--- src/rtl/ved_mac_8x8_if.sv ---
// Operand/result handshake bundle for the ved_mac_8x8 multiply-accumulate stage.
// master drives operands and result acceptance; slave is the MAC itself.
interface ved_mac_8x8_if #(
    parameter int ACC_W = 24,
    parameter int LEN_W = 8
);
    logic             in_valid;
    logic             in_ready;
    logic [7:0]       in_a;
    logic [7:0]       in_b;
    logic             in_last;
    logic             out_valid;
    logic             out_ready;
    logic [ACC_W-1:0] out_acc;
    logic [LEN_W-1:0] out_count;
    logic             out_ovf;

    modport master (
        output in_valid, in_a, in_b, in_last, out_ready,
        input  in_ready, out_valid, out_acc, out_count, out_ovf
    );

    modport slave (
        input  in_valid, in_a, in_b, in_last, out_ready,
        output in_ready, out_valid, out_acc, out_count, out_ovf
    );
endinterface

--- src/rtl/ved_mac_8x8.sv ---
// Streaming multiply-accumulate around a combinational Vedic 8x8 multiplier.
// Optional macro VED_MAC_SAT_EN: saturate the accumulator instead of wrapping.

module ved_2x2 (
    input  logic [1:0] a,
    input  logic [1:0] b,
    output logic [3:0] p
);
    logic c;
    assign c    = (a[1] & b[0]) & (a[0] & b[1]);
    assign p[0] = a[0] & b[0];
    assign p[1] = (a[1] & b[0]) ^ (a[0] & b[1]);
    assign p[2] = (a[1] & b[1]) ^ c;
    assign p[3] = (a[1] & b[1]) & c;
endmodule

module ved_4x4 (
    input  logic [3:0] a,
    input  logic [3:0] b,
    output logic [7:0] p
);
    logic [3:0] q  [4];
    logic [7:0] pp [4];

    // Sub-product gi uses a-half gi%2 and b-half gi/2, weighted by both halves.
    for (genvar gi = 0; gi < 4; gi++) begin : g_sub
        ved_2x2 u_m (
            .a (a[2*(gi%2) +: 2]),
            .b (b[2*(gi/2) +: 2]),
            .p (q[gi])
        );
        assign pp[gi] = 8'(q[gi]) << (2 * ((gi % 2) + (gi / 2)));
    end

    assign p = pp[0] + pp[1] + pp[2] + pp[3];
endmodule

module ved_8x8 (
    input  logic [7:0]  a,
    input  logic [7:0]  b,
    output logic [15:0] p
);
    logic [7:0]  q  [4];
    logic [15:0] pp [4];

    for (genvar gi = 0; gi < 4; gi++) begin : g_sub
        ved_4x4 u_m (
            .a (a[4*(gi%2) +: 4]),
            .b (b[4*(gi/2) +: 4]),
            .p (q[gi])
        );
        assign pp[gi] = 16'(q[gi]) << (4 * ((gi % 2) + (gi / 2)));
    end

    assign p = pp[0] + pp[1] + pp[2] + pp[3];
endmodule

module ved_mac_8x8 #(
    parameter int ACC_W = 24,
    parameter int LEN_W = 8
) (
    input  logic        clk,
    input  logic        rst_n,
    ved_mac_8x8_if.slave bus
);
    typedef enum logic [1:0] {IDLE, RUN, DRAIN, DONE} state_t;

    state_t           state_reg, state_next;
    logic             s1_valid_reg, s1_last_reg;
    logic [7:0]       s1_a_reg, s1_b_reg;
    logic [15:0]      prod;
    logic             s2_valid_reg, s2_last_reg;
    logic [15:0]      s2_prod_reg;
    logic [ACC_W-1:0] acc_reg, acc_next;
    logic [LEN_W-1:0] count_reg;
    logic             ovf_reg;
    logic [ACC_W:0]   sum_full;
    logic             carry;
    logic             accept;
    logic             in_ready_next;
    logic             out_valid_next;

    ved_8x8 u_mul (
        .a (s1_a_reg),
        .b (s1_b_reg),
        .p (prod)
    );

    assign accept   = bus.in_valid && in_ready_next;
    assign sum_full = {1'b0, acc_reg} + {{(ACC_W-15){1'b0}}, s2_prod_reg};
    assign carry    = sum_full[ACC_W];

`ifdef VED_MAC_SAT_EN
    assign acc_next = carry ? {ACC_W{1'b1}} : sum_full[ACC_W-1:0];
`else
    assign acc_next = sum_full[ACC_W-1:0];
`endif

    always_ff @(posedge clk) begin
        if (!rst_n) begin
            state_reg <= IDLE;
        end else begin
            state_reg <= state_next;
        end
    end

    always_comb begin
        state_next     = state_reg;
        in_ready_next  = 1'b0;
        out_valid_next = 1'b0;
        case (state_reg)
            IDLE: begin
                in_ready_next = rst_n;
                if (accept) begin
                    state_next = bus.in_last ? DRAIN : RUN;
                end
            end
            RUN: begin
                in_ready_next = rst_n;
                if (accept && bus.in_last) begin
                    state_next = DRAIN;
                end
            end
            DRAIN: begin
                if (s2_valid_reg && s2_last_reg) begin
                    state_next = DONE;
                end
            end
            DONE: begin
                out_valid_next = 1'b1;
                if (bus.out_ready) begin
                    state_next = IDLE;
                end
            end
            default: state_next = IDLE;
        endcase
    end

    always_ff @(posedge clk) begin
        if (!rst_n) begin
            s1_valid_reg <= 1'b0;
            s1_last_reg  <= 1'b0;
            s1_a_reg     <= '0;
            s1_b_reg     <= '0;
            s2_valid_reg <= 1'b0;
            s2_last_reg  <= 1'b0;
            s2_prod_reg  <= '0;
            acc_reg      <= '0;
            count_reg    <= '0;
            ovf_reg      <= 1'b0;
        end else begin
            s1_valid_reg <= accept;
            if (accept) begin
                s1_a_reg    <= bus.in_a;
                s1_b_reg    <= bus.in_b;
                s1_last_reg <= bus.in_last;
            end
            s2_valid_reg <= s1_valid_reg;
            if (s1_valid_reg) begin
                s2_prod_reg <= prod;
                s2_last_reg <= s1_last_reg;
            end
            // Result consumed: start the next frame from a clean accumulator.
            if (state_reg == DONE && bus.out_ready) begin
                acc_reg   <= '0;
                count_reg <= '0;
                ovf_reg   <= 1'b0;
            end else begin
                if (s2_valid_reg) begin
                    acc_reg <= acc_next;
                    ovf_reg <= ovf_reg | carry;
                end
                if (accept && !(&count_reg)) begin
                    count_reg <= count_reg + 1'b1;
                end
            end
        end
    end

    assign bus.in_ready  = in_ready_next;
    assign bus.out_valid = out_valid_next;
    assign bus.out_acc   = acc_reg;
    assign bus.out_count = count_reg;
    assign bus.out_ovf   = ovf_reg;
endmodule

--- src/flat_wrapper.sv ---
// flat-port wrapper written by rule: the top's interface ports become plain ports
module ved_mac_8x8_flat 
#(
    parameter int ACC_W = 24,
    parameter int LEN_W = 8
)
  (clk, rst_n, bus_in_valid, bus_in_a, bus_in_b, bus_in_last, bus_out_ready, bus_in_ready, bus_out_valid, bus_out_acc, bus_out_count, bus_out_ovf);
  ved_mac_8x8_if #(.ACC_W(ACC_W), .LEN_W(LEN_W)) bus_i ();
  input  logic clk;
  input  logic rst_n;
  input wire logic [$bits(bus_i.in_valid)-1:0] bus_in_valid;
  input wire logic [$bits(bus_i.in_a)-1:0] bus_in_a;
  input wire logic [$bits(bus_i.in_b)-1:0] bus_in_b;
  input wire logic [$bits(bus_i.in_last)-1:0] bus_in_last;
  input wire logic [$bits(bus_i.out_ready)-1:0] bus_out_ready;
  output wire logic [$bits(bus_i.in_ready)-1:0] bus_in_ready;
  output wire logic [$bits(bus_i.out_valid)-1:0] bus_out_valid;
  output wire logic [$bits(bus_i.out_acc)-1:0] bus_out_acc;
  output wire logic [$bits(bus_i.out_count)-1:0] bus_out_count;
  output wire logic [$bits(bus_i.out_ovf)-1:0] bus_out_ovf;
  assign bus_i.in_valid = bus_in_valid;
  assign bus_i.in_a = bus_in_a;
  assign bus_i.in_b = bus_in_b;
  assign bus_i.in_last = bus_in_last;
  assign bus_i.out_ready = bus_out_ready;
  assign bus_in_ready = bus_i.in_ready;
  assign bus_out_valid = bus_i.out_valid;
  assign bus_out_acc = bus_i.out_acc;
  assign bus_out_count = bus_i.out_count;
  assign bus_out_ovf = bus_i.out_ovf;
  ved_mac_8x8 #(.ACC_W(ACC_W), .LEN_W(LEN_W)) u_core (.clk(clk), .rst_n(rst_n), .bus(bus_i));
endmodule
--- config.mk ---
export PLATFORM = sky130hd
export DESIGN_NAME = ved_mac_8x8_flat
export DESIGN_NICKNAME = d
export VERILOG_FILES = /design/src/rtl/ved_mac_8x8_if.sv /design/src/rtl/ved_mac_8x8.sv /design/src/flat_wrapper.sv
export SDC_FILE = /design/constraint.sdc
export NUM_CORES = 1
export LEC_CHECK = 0
export CAP_MARGIN = 5
export CORE_ASPECT_RATIO = 2
export CORE_UTILIZATION = 60
export CTS_CLUSTER_SIZE = 10
export DETAILED_ROUTE_END_ITERATION = 6
export PLACE_DENSITY = 0.83
export SYNTH_ARGS = -nofsm -noshare
export SYNTH_HDL_FRONTEND = slang
export SYNTH_SLANG_ARGS = --single-unit
--- constraint.sdc ---
create_clock -name clk -period 12.1 [get_ports clk]
set_clock_uncertainty 0.2 [all_clocks]
set_input_delay 2.42 -clock clk [delete_from_list [all_inputs] [get_ports clk]]
set_output_delay 2.42 -clock clk [all_outputs]
set_load 0.02 [all_outputs]
==> impl_metrics.tcl <==
set metrics [dict create \
    grt_pass1_wl_mm 23.0 \
    internal-power_uw 515 \
    dr_wl_met3_um 355 \
    initial_core_util 0.621 \
    routed.top_layer "met4" \
    htreeDepth 3 \
    coreArea_um2 9760 \
    synth_edf_count 0 \
    synth_cell_types 52 \
    rsz0062_at_grt "no" \
    max_cap_viol_count 0 \
    gp_congestion 0.839 \
    cts_tree "done" \
    largest_register_ff_count 24 \
    powerDensity_nw_per_um2 110 \
    yosysSeqAreaShare 0.235 \
    die_w_um 73.1 \
    gr-total-overflow 0 \
    worstHoldPathType "reg2reg" \
    synthCells 714 \
    diodes 0 \
    maxSlewViolCount 0 \
    finalSetupViolCount 0 \
    slew_headroom 0.194 \
    dr_wl_met2_mm 8.06 \
    fin_area_um2 7030 \
    drive_gt1_frac 0.0299 \
    critPathCaptureType "primary output" \
    comb_power_share 0.272 \
    arrival_ns 3.98 \
    antenna_left 0 \
    path_class "in2out" \
    synth_xor_xnor_area_share 0.0448 \
    rows 51 \
    ios 56 \
    syn2layout_area_growth_pct 16.0 \
    irDropWorstVdd_v 0.0000783 \
    seq_power_share 0.380 \
    dpl_cell_area_um2 6730 \
    crit_path_max_fanout 36 \
    ys_ff_latch 71 \
    synth_top_family_by_area "adder cells" \
    wl_met1_mm 4.97 \
    place_hpwl_mm 11.0 \
    post-cts-setup-buffers 0 \
    cts_root_buf "clkbuf_16" \
    async_flop_share 0 \
    vias 5256 \
    start_kind "input port" \
    min_period_over_period 0.546 \
    numCtsBuffers 9 \
    synth_top_flop_cell "dfxtp_1" \
    die_h_um 144 \
    routed_wl_mm 14.0 \
    ys_warn_count 0 \
    nFillCells 731 \
    port_buffers 55 \
    synthMuxAreaShare 0.0297 \
    p_sw_frac 0.334 \
    syn_area_um2 6060 \
    syn-num-nets 849 \
    grt_pass1_vias 5341 \
    cts_buffer_depth 2 \
    antenna_found_initial 0 \
    p_clk_frac 0.348 \
    cts_resized 0 \
    synth_top_cell_by_area "dfxtp_1" \
    synth_top_cell_area_share 0.235 \
    die_area_um2 10500 \
    wire_per_inst_um 15.6 \
    postSynthAreaPerCell_um2 8.49 \
    grt_usage 0.284 \
    slowest_delay_ns 0.60 \
    status "complete, no violations" \
    final-hold-violation-count 0 \
    fin_nets 901 \
    fmax_mhz 151 \
    setup-tns-final_ns 0 \
    synth_compound_area_frac 0.156 \
    clock_latency_ns 0.34 \
    synthSimpleGateAreaFrac 0.209 \
    path_cells "clkdlybuf4s50_1 -> buf_4 -> o21a_1 -> clkdlybuf4s50_1" \
    worst_pin_slew_ns 1.20 \
    synth-adder-area-share 0.269 \
    crit_top_cell "clkdlybuf4s50_1" \
    drt-initial-drc-count 210 \
    via_per_inst 5.83 \
    ctsHoldBuffers 0 \
    final_common_cell "ha_1" \
    synthTopCellsByArea "dfxtp_1 (23%), ha_1 (18%), fa_1 (8.9%)" \
    layout_min_cycle_time_ns 6.60 \
    mostFrequentLayoutCells "ha_1 (87), inv_1 (72), nand2_1 (72)" \
    power_switching_uw 258 \
    dr.pass1.iters 7 \
    p_leak_nw 3.51 \
    worst_ep_required_time_ns 9.48 \
    grt_start_max_net_pins 37 \
    cp_slowest_cell "clkdlybuf4s50_1" \
    power_uw 773 \
    drc 0 \
    path_clk_slew_ns 0.05 \
    clkSinkCount 71 \
]
==> area by class of cell <==
| type | count | area, µm² | area share |
|---|---|---|---|
| Clock inverter | 3 | 42.5 | 0.00605 |
| Sequential cell | 71 | 1420 | 0.202 |
| Clock buffer | 12 | 256 | 0.0365 |
| Timing Repair Buffer | 58 | 573 | 0.0815 |
| Inverter | 74 | 278 | 0.0395 |
| Tap cell | 132 | 165 | 0.0235 |
| Multi-Input combinational cell | 552 | 4290 | 0.611 |
==> synthesized netlist by cell type (all sizes together) (2+ instances only) <==
| cell | number |
|---|---|
| nor2b | 12 |
| o21a | 7 |
| o21bai | 3 |
| a22oi | 2 |
| o211a | 2 |
| nor4 | 2 |
| a21oi | 41 |
| buf | 5 |
| or2 | 2 |
| nand2b | 6 |
| nand3 | 33 |
| and2 | 57 |
| fa | 27 |
| nand4 | 6 |
| xnor2 | 16 |
| o31a | 5 |
| nor3 | 3 |
| o21ai | 26 |
| clkbuf | 12 |
| nand2 | 72 |
| a31oi | 2 |
| xor2 | 15 |
| or3 | 11 |
| dfxtp | 71 |
| a21boi | 3 |
| a211o | 6 |
| inv | 72 |
| ha | 87 |
| o211ai | 5 |
| a2111o | 2 |
| a21o | 19 |
| and3 | 11 |
| clkinv | 2 |
| mux2i | 18 |
| nor2 | 29 |
| a32o | 3 |
| a211oi | 9 |
==> worst max-delay path: cells and delay by family <==
| family | cells | cell delay (ns) |
|---|---|---|
| AO/OA/AOI/OAI | 1 | 0.18 |
| buffers and inverters | 3 | 1.38 |
==> power groups by stage <==
stage / combinational (mW) / clock [mW] / sequential (mW)
after floorplan: 0.155 / 0 / 0.282
after global placement: 0.195 / 0 / 0.296
after detailed placement: 0.206 / 0 / 0.298
after CTS: 0.209 / 0.273 / 0.293
after global routing: 0.234 / 0.282 / 0.297
final: 0.210 / 0.269 / 0.293
==> metrics by stage <==
step	instances	worst slack, ns	util	hold WS (ns)
after floorplan	714	6.37	-	0.236
after global placement	887	5.49	0.689	0.246
after detailed placement	887	5.48	0.689	0.257
after CTS	902	5.48	0.720	0.270
after global routing	902	5.42	0.720	0.296
final	902	5.50	0.720	0.265
==> kinds of logic after synthesis <==
logic type / after synthesis
AO/OA/AOI/OAI: 142
XOR/XNOR: 31
adder cells (fa/ha/maj): 114
buffers and inverters: 91
flip-flops: 71
multiplexers: 18
AND/OR/NAND/NOR: 247
==> layer usage <==
metal / vias up / track usage
met2: 120 / 0.576
met3: 47 / 0.0362
li1: 2560 / -
met1: 2529 / 0.250
met5: - / 0
met4: 0 / 0.164
==> path summary, 6_finish.rpt <==
| kind | slack [ns] | to | from | cells past startpoint |
|---|---|---|---|---|
| setup / recovery | 5.50 | bus_in_ready | rst_n | 4 |
| hold reg to reg | 0.27 | u_core.bus.out_ovf | u_core.bus.out_ovf | 1 |
| hold / removal | 0.27 | u_core.bus.out_ovf | u_core.bus.out_ovf | 1 |
| setup reg to reg | 5.98 | u_core.s2_prod_reg[15] | u_core.s1_a_reg[1] | 22 |
Power figures use the tool's default switching activity.
